--- src/rtl/game_flow_controller_pkg.sv ---
// -----------------------------------------------------------------------------
// game_flow_controller_pkg
// Shared symbols for the Pong match sequencer: state encodings (also driven
// onto the debug LEDs) and the default match timing/scoring constants.
// -----------------------------------------------------------------------------
package game_flow_controller_pkg;

    typedef enum logic [2:0] {
        GFC_IDLE      = 3'd0,
        GFC_SERVE     = 3'd1,
        GFC_PLAY      = 3'd2,
        GFC_POINT     = 3'd3,
        GFC_PAUSED    = 3'd4,
        GFC_GAME_OVER = 3'd5
    } gfc_state_t;

    localparam int DEFAULT_SCORE_W            = 3;
    localparam int DEFAULT_WIN_SCORE          = 7;
    localparam int DEFAULT_SERVE_DELAY_FRAMES = 60;
    localparam int DEFAULT_POINT_HOLD_FRAMES  = 30;
    localparam int DEFAULT_CNT_W              = 8;

    // serve_side / winner encoding
    localparam logic SIDE_P1 = 1'b0;
    localparam logic SIDE_P2 = 1'b1;

endpackage

--- src/rtl/game_flow_controller_button_edge.sv ---
// -----------------------------------------------------------------------------
// button_edge
// Brings one raw, asynchronous push-button level into the CLOCK_25 domain and
// emits a single-cycle pulse on its rising edge. A held button gives exactly
// one pulse. The pulse is visible after the 2nd edge following the pin rise,
// so the consumer acts on it at the 3rd edge.
// Ports:
//   CLOCK_25  in  system clock
//   reset     in  asynchronous active-high reset
//   btn       in  raw button level, 1 = pressed
//   btn_edge  out one-cycle pulse on press
// -----------------------------------------------------------------------------
module button_edge (
    input  logic CLOCK_25,
    input  logic reset,
    input  logic btn,
    output logic btn_edge
);

    logic sync_1;
    logic sync_2;
    logic sync_prev;

    // NOTE: non-blocking assignments let each flop capture its neighbour's
    // pre-edge value, which is what makes this a shift chain rather than a wire.
    always_ff @(posedge CLOCK_25 or posedge reset) begin
        if (reset) begin
            sync_1    <= 1'b0;
            sync_2    <= 1'b0;
            sync_prev <= 1'b0;
        end else begin
            sync_1    <= btn;
            sync_2    <= sync_1;
            sync_prev <= sync_2;
        end
    end

    assign btn_edge = sync_2 & ~sync_prev;

endmodule

--- src/rtl/game_flow_controller.sv ---
// -----------------------------------------------------------------------------
// game_flow_controller
// Match-level sequencer for Pong: idle -> serve countdown -> play -> point
// hold -> serve ... -> game over. Owns both scores, the serve side and pause,
// and tells the ball/paddle datapath when it may move.
// Ports:
//   CLOCK_25    in   25 MHz system clock
//   reset       in   asynchronous active-high reset
//   frame_tick  in   one pulse per game step
//   start_btn   in   raw start button level
//   pause_btn   in   raw pause button level
//   miss_left   in   pulse: ball passed player 1 (player 2 scores)
//   miss_right  in   pulse: ball passed player 2 (player 1 scores)
//   run_enable  out  datapath may update (high exactly while in PLAY)
//   serve_req   out  pulse: reload the ball at the serving paddle
//   serve_side  out  0 = player 1 serves, 1 = player 2 serves
//   score_1/2   out  player scores
//   game_over   out  high while in GAME_OVER
//   winner      out  0 = player 1, 1 = player 2 (valid with game_over)
//   state_out   out  state encoding for debug LEDs
// -----------------------------------------------------------------------------
module game_flow_controller
    import game_flow_controller_pkg::*;
#(
    parameter int SCORE_W            = DEFAULT_SCORE_W,
    parameter int WIN_SCORE          = DEFAULT_WIN_SCORE,
    parameter int SERVE_DELAY_FRAMES = DEFAULT_SERVE_DELAY_FRAMES,
    parameter int POINT_HOLD_FRAMES  = DEFAULT_POINT_HOLD_FRAMES,
    parameter int CNT_W              = DEFAULT_CNT_W
) (
    input  logic               CLOCK_25,
    input  logic               reset,
    input  logic               frame_tick,
    input  logic               start_btn,
    input  logic               pause_btn,
    input  logic               miss_left,
    input  logic               miss_right,
    output logic               run_enable,
    output logic               serve_req,
    output logic               serve_side,
    output logic [SCORE_W-1:0] score_1,
    output logic [SCORE_W-1:0] score_2,
    output logic               game_over,
    output logic               winner,
    output logic [2:0]         state_out
);

    localparam logic [CNT_W-1:0]   SERVE_LAST = CNT_W'(SERVE_DELAY_FRAMES - 1);
    localparam logic [CNT_W-1:0]   HOLD_LAST  = CNT_W'(POINT_HOLD_FRAMES - 1);
    localparam logic [SCORE_W-1:0] WIN_VALUE  = SCORE_W'(WIN_SCORE);

    gfc_state_t         state;
    logic [CNT_W-1:0]   frame_cnt;
    logic               start_edge;
    logic               pause_edge;
    logic [SCORE_W-1:0] score_1_inc;
    logic [SCORE_W-1:0] score_2_inc;

    button_edge u_start_edge (
        .CLOCK_25 (CLOCK_25),
        .reset    (reset),
        .btn      (start_btn),
        .btn_edge (start_edge)
    );

    button_edge u_pause_edge (
        .CLOCK_25 (CLOCK_25),
        .reset    (reset),
        .btn      (pause_btn),
        .btn_edge (pause_edge)
    );

    // Cannot wrap: reaching WIN_SCORE leaves PLAY before another increment.
    assign score_1_inc = score_1 + SCORE_W'(1);
    assign score_2_inc = score_2 + SCORE_W'(1);
    assign state_out   = state;

    // run_enable and game_over are set on every transition into/out of PLAY
    // and GAME_OVER so they track the state register cycle-for-cycle.
    always_ff @(posedge CLOCK_25 or posedge reset) begin
        if (reset) begin
            state      <= GFC_IDLE;
            frame_cnt  <= '0;
            run_enable <= 1'b0;
            serve_req  <= 1'b0;
            serve_side <= SIDE_P1;
            score_1    <= '0;
            score_2    <= '0;
            game_over  <= 1'b0;
            winner     <= SIDE_P1;
        end else begin
            serve_req <= 1'b0;
            case (state)
                GFC_IDLE: begin
                    if (start_edge) begin
                        state      <= GFC_SERVE;
                        serve_side <= SIDE_P1;
                        frame_cnt  <= '0;
                    end
                end

                GFC_SERVE: begin
                    if (frame_tick) begin
                        if (frame_cnt == SERVE_LAST) begin
                            state      <= GFC_PLAY;
                            serve_req  <= 1'b1;
                            run_enable <= 1'b1;
                            frame_cnt  <= '0;
                        end else begin
                            frame_cnt <= frame_cnt + CNT_W'(1);
                        end
                    end
                end

                GFC_PLAY: begin
                    // A miss outranks a simultaneous pause press.
                    if (miss_left && miss_right) begin
                        state      <= GFC_POINT;
                        run_enable <= 1'b0;
                        serve_side <= SIDE_P1;
                        frame_cnt  <= '0;
                    end else if (miss_right) begin
                        score_1    <= score_1_inc;
                        serve_side <= SIDE_P2;
                        run_enable <= 1'b0;
                        frame_cnt  <= '0;
                        if (score_1_inc == WIN_VALUE) begin
                            state     <= GFC_GAME_OVER;
                            game_over <= 1'b1;
                            winner    <= SIDE_P1;
                        end else begin
                            state <= GFC_POINT;
                        end
                    end else if (miss_left) begin
                        score_2    <= score_2_inc;
                        serve_side <= SIDE_P1;
                        run_enable <= 1'b0;
                        frame_cnt  <= '0;
                        if (score_2_inc == WIN_VALUE) begin
                            state     <= GFC_GAME_OVER;
                            game_over <= 1'b1;
                            winner    <= SIDE_P2;
                        end else begin
                            state <= GFC_POINT;
                        end
                    end else if (pause_edge) begin
                        state      <= GFC_PAUSED;
                        run_enable <= 1'b0;
                    end
                end

                GFC_POINT: begin
                    if (frame_tick) begin
                        if (frame_cnt == HOLD_LAST) begin
                            state     <= GFC_SERVE;
                            frame_cnt <= '0;
                        end else begin
                            frame_cnt <= frame_cnt + CNT_W'(1);
                        end
                    end
                end

                GFC_PAUSED: begin
                    if (pause_edge) begin
                        state      <= GFC_PLAY;
                        run_enable <= 1'b1;
                    end
                end

                GFC_GAME_OVER: begin
                    if (start_edge) begin
                        state      <= GFC_SERVE;
                        score_1    <= '0;
                        score_2    <= '0;
                        serve_side <= ~winner;
                        game_over  <= 1'b0;
                        frame_cnt  <= '0;
                    end
                end

                default: begin
                    // Unused encodings 6/7 recover to IDLE.
                    state      <= GFC_IDLE;
                    run_enable <= 1'b0;
                    game_over  <= 1'b0;
                    frame_cnt  <= '0;
                end
            endcase
        end
    end

endmodule
--- config.mk ---
export PLATFORM = sky130hd
export DESIGN_NAME = game_flow_controller
export DESIGN_NICKNAME = d
export VERILOG_FILES = /design/src/rtl/game_flow_controller_pkg.sv /design/src/rtl/game_flow_controller_button_edge.sv /design/src/rtl/game_flow_controller.sv
export SDC_FILE = /design/constraint.sdc
export NUM_CORES = 1
export LEC_CHECK = 0
export CAP_MARGIN = 10
export CORE_UTILIZATION = 45
export CTS_CLUSTER_DIAMETER = 120
export DETAILED_ROUTE_END_ITERATION = 6
export GPL_TIMING_DRIVEN = 0
export HOLD_SLACK_MARGIN = 0.15
export PLACE_DENSITY = 0.66
export REMOVE_ABC_BUFFERS = 1
export SYNTH_ARGS = -nofsm -noshare
export SYNTH_HDL_FRONTEND = slang
export SYNTH_SLANG_ARGS = --single-unit
--- constraint.sdc ---
create_clock -name CLOCK_25 -period 5.5 [get_ports CLOCK_25]
set_input_delay 1.1 -clock CLOCK_25 [delete_from_list [all_inputs] [get_ports CLOCK_25]]
set_output_delay 1.1 -clock CLOCK_25 [all_outputs]
set_load 0.01 [all_outputs]
==> summary.txt <==
Cells and area
  • Final Net Count: 189
  • Storage cell area: 701 um2
  • Area grow syn2layout: 18.5%
  • # diodes: 0
  • Layout cells sized above 1: 0.0571
  • Area of the multi-input gates: 767 um2
  • Final Cell Area: 1820 um2
  • Fillers: 293
  • Finished Layout Cells: 219

Outcome
  • Status: finished clean

Timing
  • Final hold violation count: 0
  • Finish-stage setup viols: 0
  • Final Critical Period: ~2.7 ns
  • Max-slew violations: 0
  • Fmax: 0.364 GHz
  • Setup TNS Final: 0 ns
  • RSZ-0062 raised after global routing: no
  • Part of the cycle the worst path needs: 0.500
  • Worst setup margin: ~2.8 ns
  • Clk_skew: around 0.0095 ns
  • Least-Margin Pin Slew: 0.504 ns
  • Slew headroom: 0.664

Yosys
  • Cell variety after synth: between 40 and 50
  • Post-Syn Area: 1540 um2
  • Top cells by area, synth: dfrtp_1 46%, ha_1 4.9%, o21ai_0 3.9%, nand2b_1 3.3%, nor2_1 2.4%
  • Part of the Yosys area used for sequential elements: 0.456
  • Gate Count Post-Synth: 155
  • Commonest cells post-synth: 28 x dfrtp_1, 12 x o21ai_0, 10 x nor2_1
  • Ys Warns: 0
  • Post-synth top area share: 0.456
  • Syn_area_per_cell: approximately 10 um2
  • Async set-or-reset flop fraction in the synthesized netlist: 1.00
  • Most frequent cell after synthesis: dfrtp_1
  • Synth area leader: dfrtp_1
  • Ys flop type: dfrtp_1
  • Post-synthesis sequential element count: 28
  • Number of synthesized flops with an enable pin: 0

Detailed routing
  • DRC: 0
  • Routed Antenna Nets: 0
  • First drt pass iteration count: 4
  • Drt via density: 5.66
  • Wirelength per Cell: 13.6 um
  • DRT iter0 DRCs: 54
  • Overall routed net length: 2980 um
  • Via Count: 1240

Die
  • CORE AREA: about 3200 um2
  • Die Ht: 60.4 um
  • DIE AREA: ~3700 um2
  • Num rows: 20
  • # IOs: 21
  • Initial Utilization: 0.487
  • Die Span X: 60.4 um

Power and ir drop
  • VDD IR max: 0.209 mV
  • Leak: 0.787 nW
  • Power Density: approximately 430 nW/um2
  • Tot Pwr: 0.782 mW

Placement
  • # port buffers: 20
  • HPWL Detailed: 2150 um
  • Final GP Congestion: 0.758
  • Placed instance count: 214
  • Dpl ws: around 2.5 ns
  • Area after DPL: 1760 um2

GRT
  • First-pass GRT wire length: around 5000 um
  • Total gr overflow: 0
  • Total GRT Usage: 0.179
  • Initial antenna violation count: 0
  • Largest net degree at the start of global routing: 29
  • Vias in the first global route: 1076

Critical path
  • Critical path peak fanout: 11
  • Slowest cell on crit path: clkdlybuf4s50_1
  • Setup crit end kind: flop
  • Buf+Inv Stages, Crit Path: 1
  • Critical path type: in -> reg
  • Slowest stage delay, CP: around 0.52 ns
  • CP startpoint kind: primary input
  • CP required: approximately 5.7 ns
  • Crit path DAT: 2.97 ns
  • Crit-path cells: clkdlybuf4s50_1, nor2_1, o21ai_0, a221o_1, and2b_1, a22o_1
  • Top Family by Delay on Critical Path: compound AO/OA/AOI/OAI gates

Clocking
  • Cts repair resizes: 0
  • Clk_lat worst skew: roughly 0.32 ns
  • Hold_buf cts: 0
  • Num CTS Buffers: 3
  • Post-CTS Setup Inserts: 0
  • Worst-case clock buffer depth: 2
  • TritonCTS clock tree: built
  • Clock Pin Slew Worst Setup and Hold Paths: about 0.15 ns
  • H-tree Lvls: 1
  • Clock root cell: clkbuf_4
  • Clk sink count: 28

Hold path
  • Hold WC Path Type: reg -> reg

Job
  • MaxCap Viol Count: 0
==> worst paths after layout <==
path	startpoint	to	slack [ns]	depth (start not counted)
max	miss_right	frame_cnt[5]	2.75	6
min	u_pause_edge.sync_1	u_pause_edge.sync_2	0.38	0
max reg2reg	frame_cnt[0]	frame_cnt[5]	3.25	6
min reg2reg	u_pause_edge.sync_1	u_pause_edge.sync_2	0.38	0
max in group asynchronous	reset	serve_req	4.09	3
min in group asynchronous	reset	frame_cnt[3]	1.01	2
==> logic make-up (layout without fill, tap and decap cells) <==
group | Yosys count | in the layout | synth area share
buf+inv | 14 | 34 | 0.0448
xor+xnor | 3 | 3 | 0.0171
mux | 2 | 2 | 0.0130
flops | 28 | 28 | 0.456
simple gates | 52 | 52 | 0.196
fa+ha+maj | 6 | 6 | 0.0489
compound gates | 50 | 50 | 0.224
==> stage by stage <==
| step | hold slack [ns] | util |
|---|---|---|
| finish | 0.375 | 0.577 |
| global route | 0.387 | 0.577 |
| CTS | 0.380 | 0.569 |
| detailed placement | 0.346 | 0.557 |
| global placement | 0.332 | 0.557 |
| floorplan | 0.331 | - |
==> layout by cell type (no fill, tap or decap), types with 3 or more instances in the layout <==
cell and n:
clkdlybuf4s50_1 20, and3_1 3, a21oi_1 5, a31oi_1 4, nand2_1 9, nand2b_1 8
dfrtp_1 28, ha_1 6, nor2_1 10, o211ai_1 3, o21a_1 3, nor2b_1 4
nand3b_1 4, clkbuf_4 3, inv_1 9, o21ai_0 12, o21ai_2 3, a22o_1 3
==> report_power, final <==
part / switching, mW / internal, mW
logic: 0.173 / 0.174
registers: 0.0829 / 0.254
clock network: 0.0580 / 0.0404
total: 0.314 / 0.469
==> metal layers <==
metal,GRT usage,share of wire
met5,0,0
met4,0.0584,0.013
met3,0.0299,0.032
met2,0.278,0.46
met1,0.256,0.49
==> worst reg2reg max path, delay by kind of cell, from the launching register on <==
family          cells  cell delay [ns]
fa+ha+maj           1             0.23
flops               1             0.46
compound gates      2             0.62
simple gates        3             0.86
==> registers in the layout, summed over array words and instances, names as in the netlist, 3 cells and up <==
signal     flops
score_1        3
score_2        3
frame_cnt      8
state_out      3
==> layout make-up <==
class | instances | share of cell area
inverter | 9 | 0.0186
sequential | 28 | 0.385
multi-input combinational | 113 | 0.421
timing repair buffer | 21 | 0.125
clock buffer | 4 | 0.0199
tap | 44 | 0.0302
No activity file was read; power rests on OpenSTA's default activity.
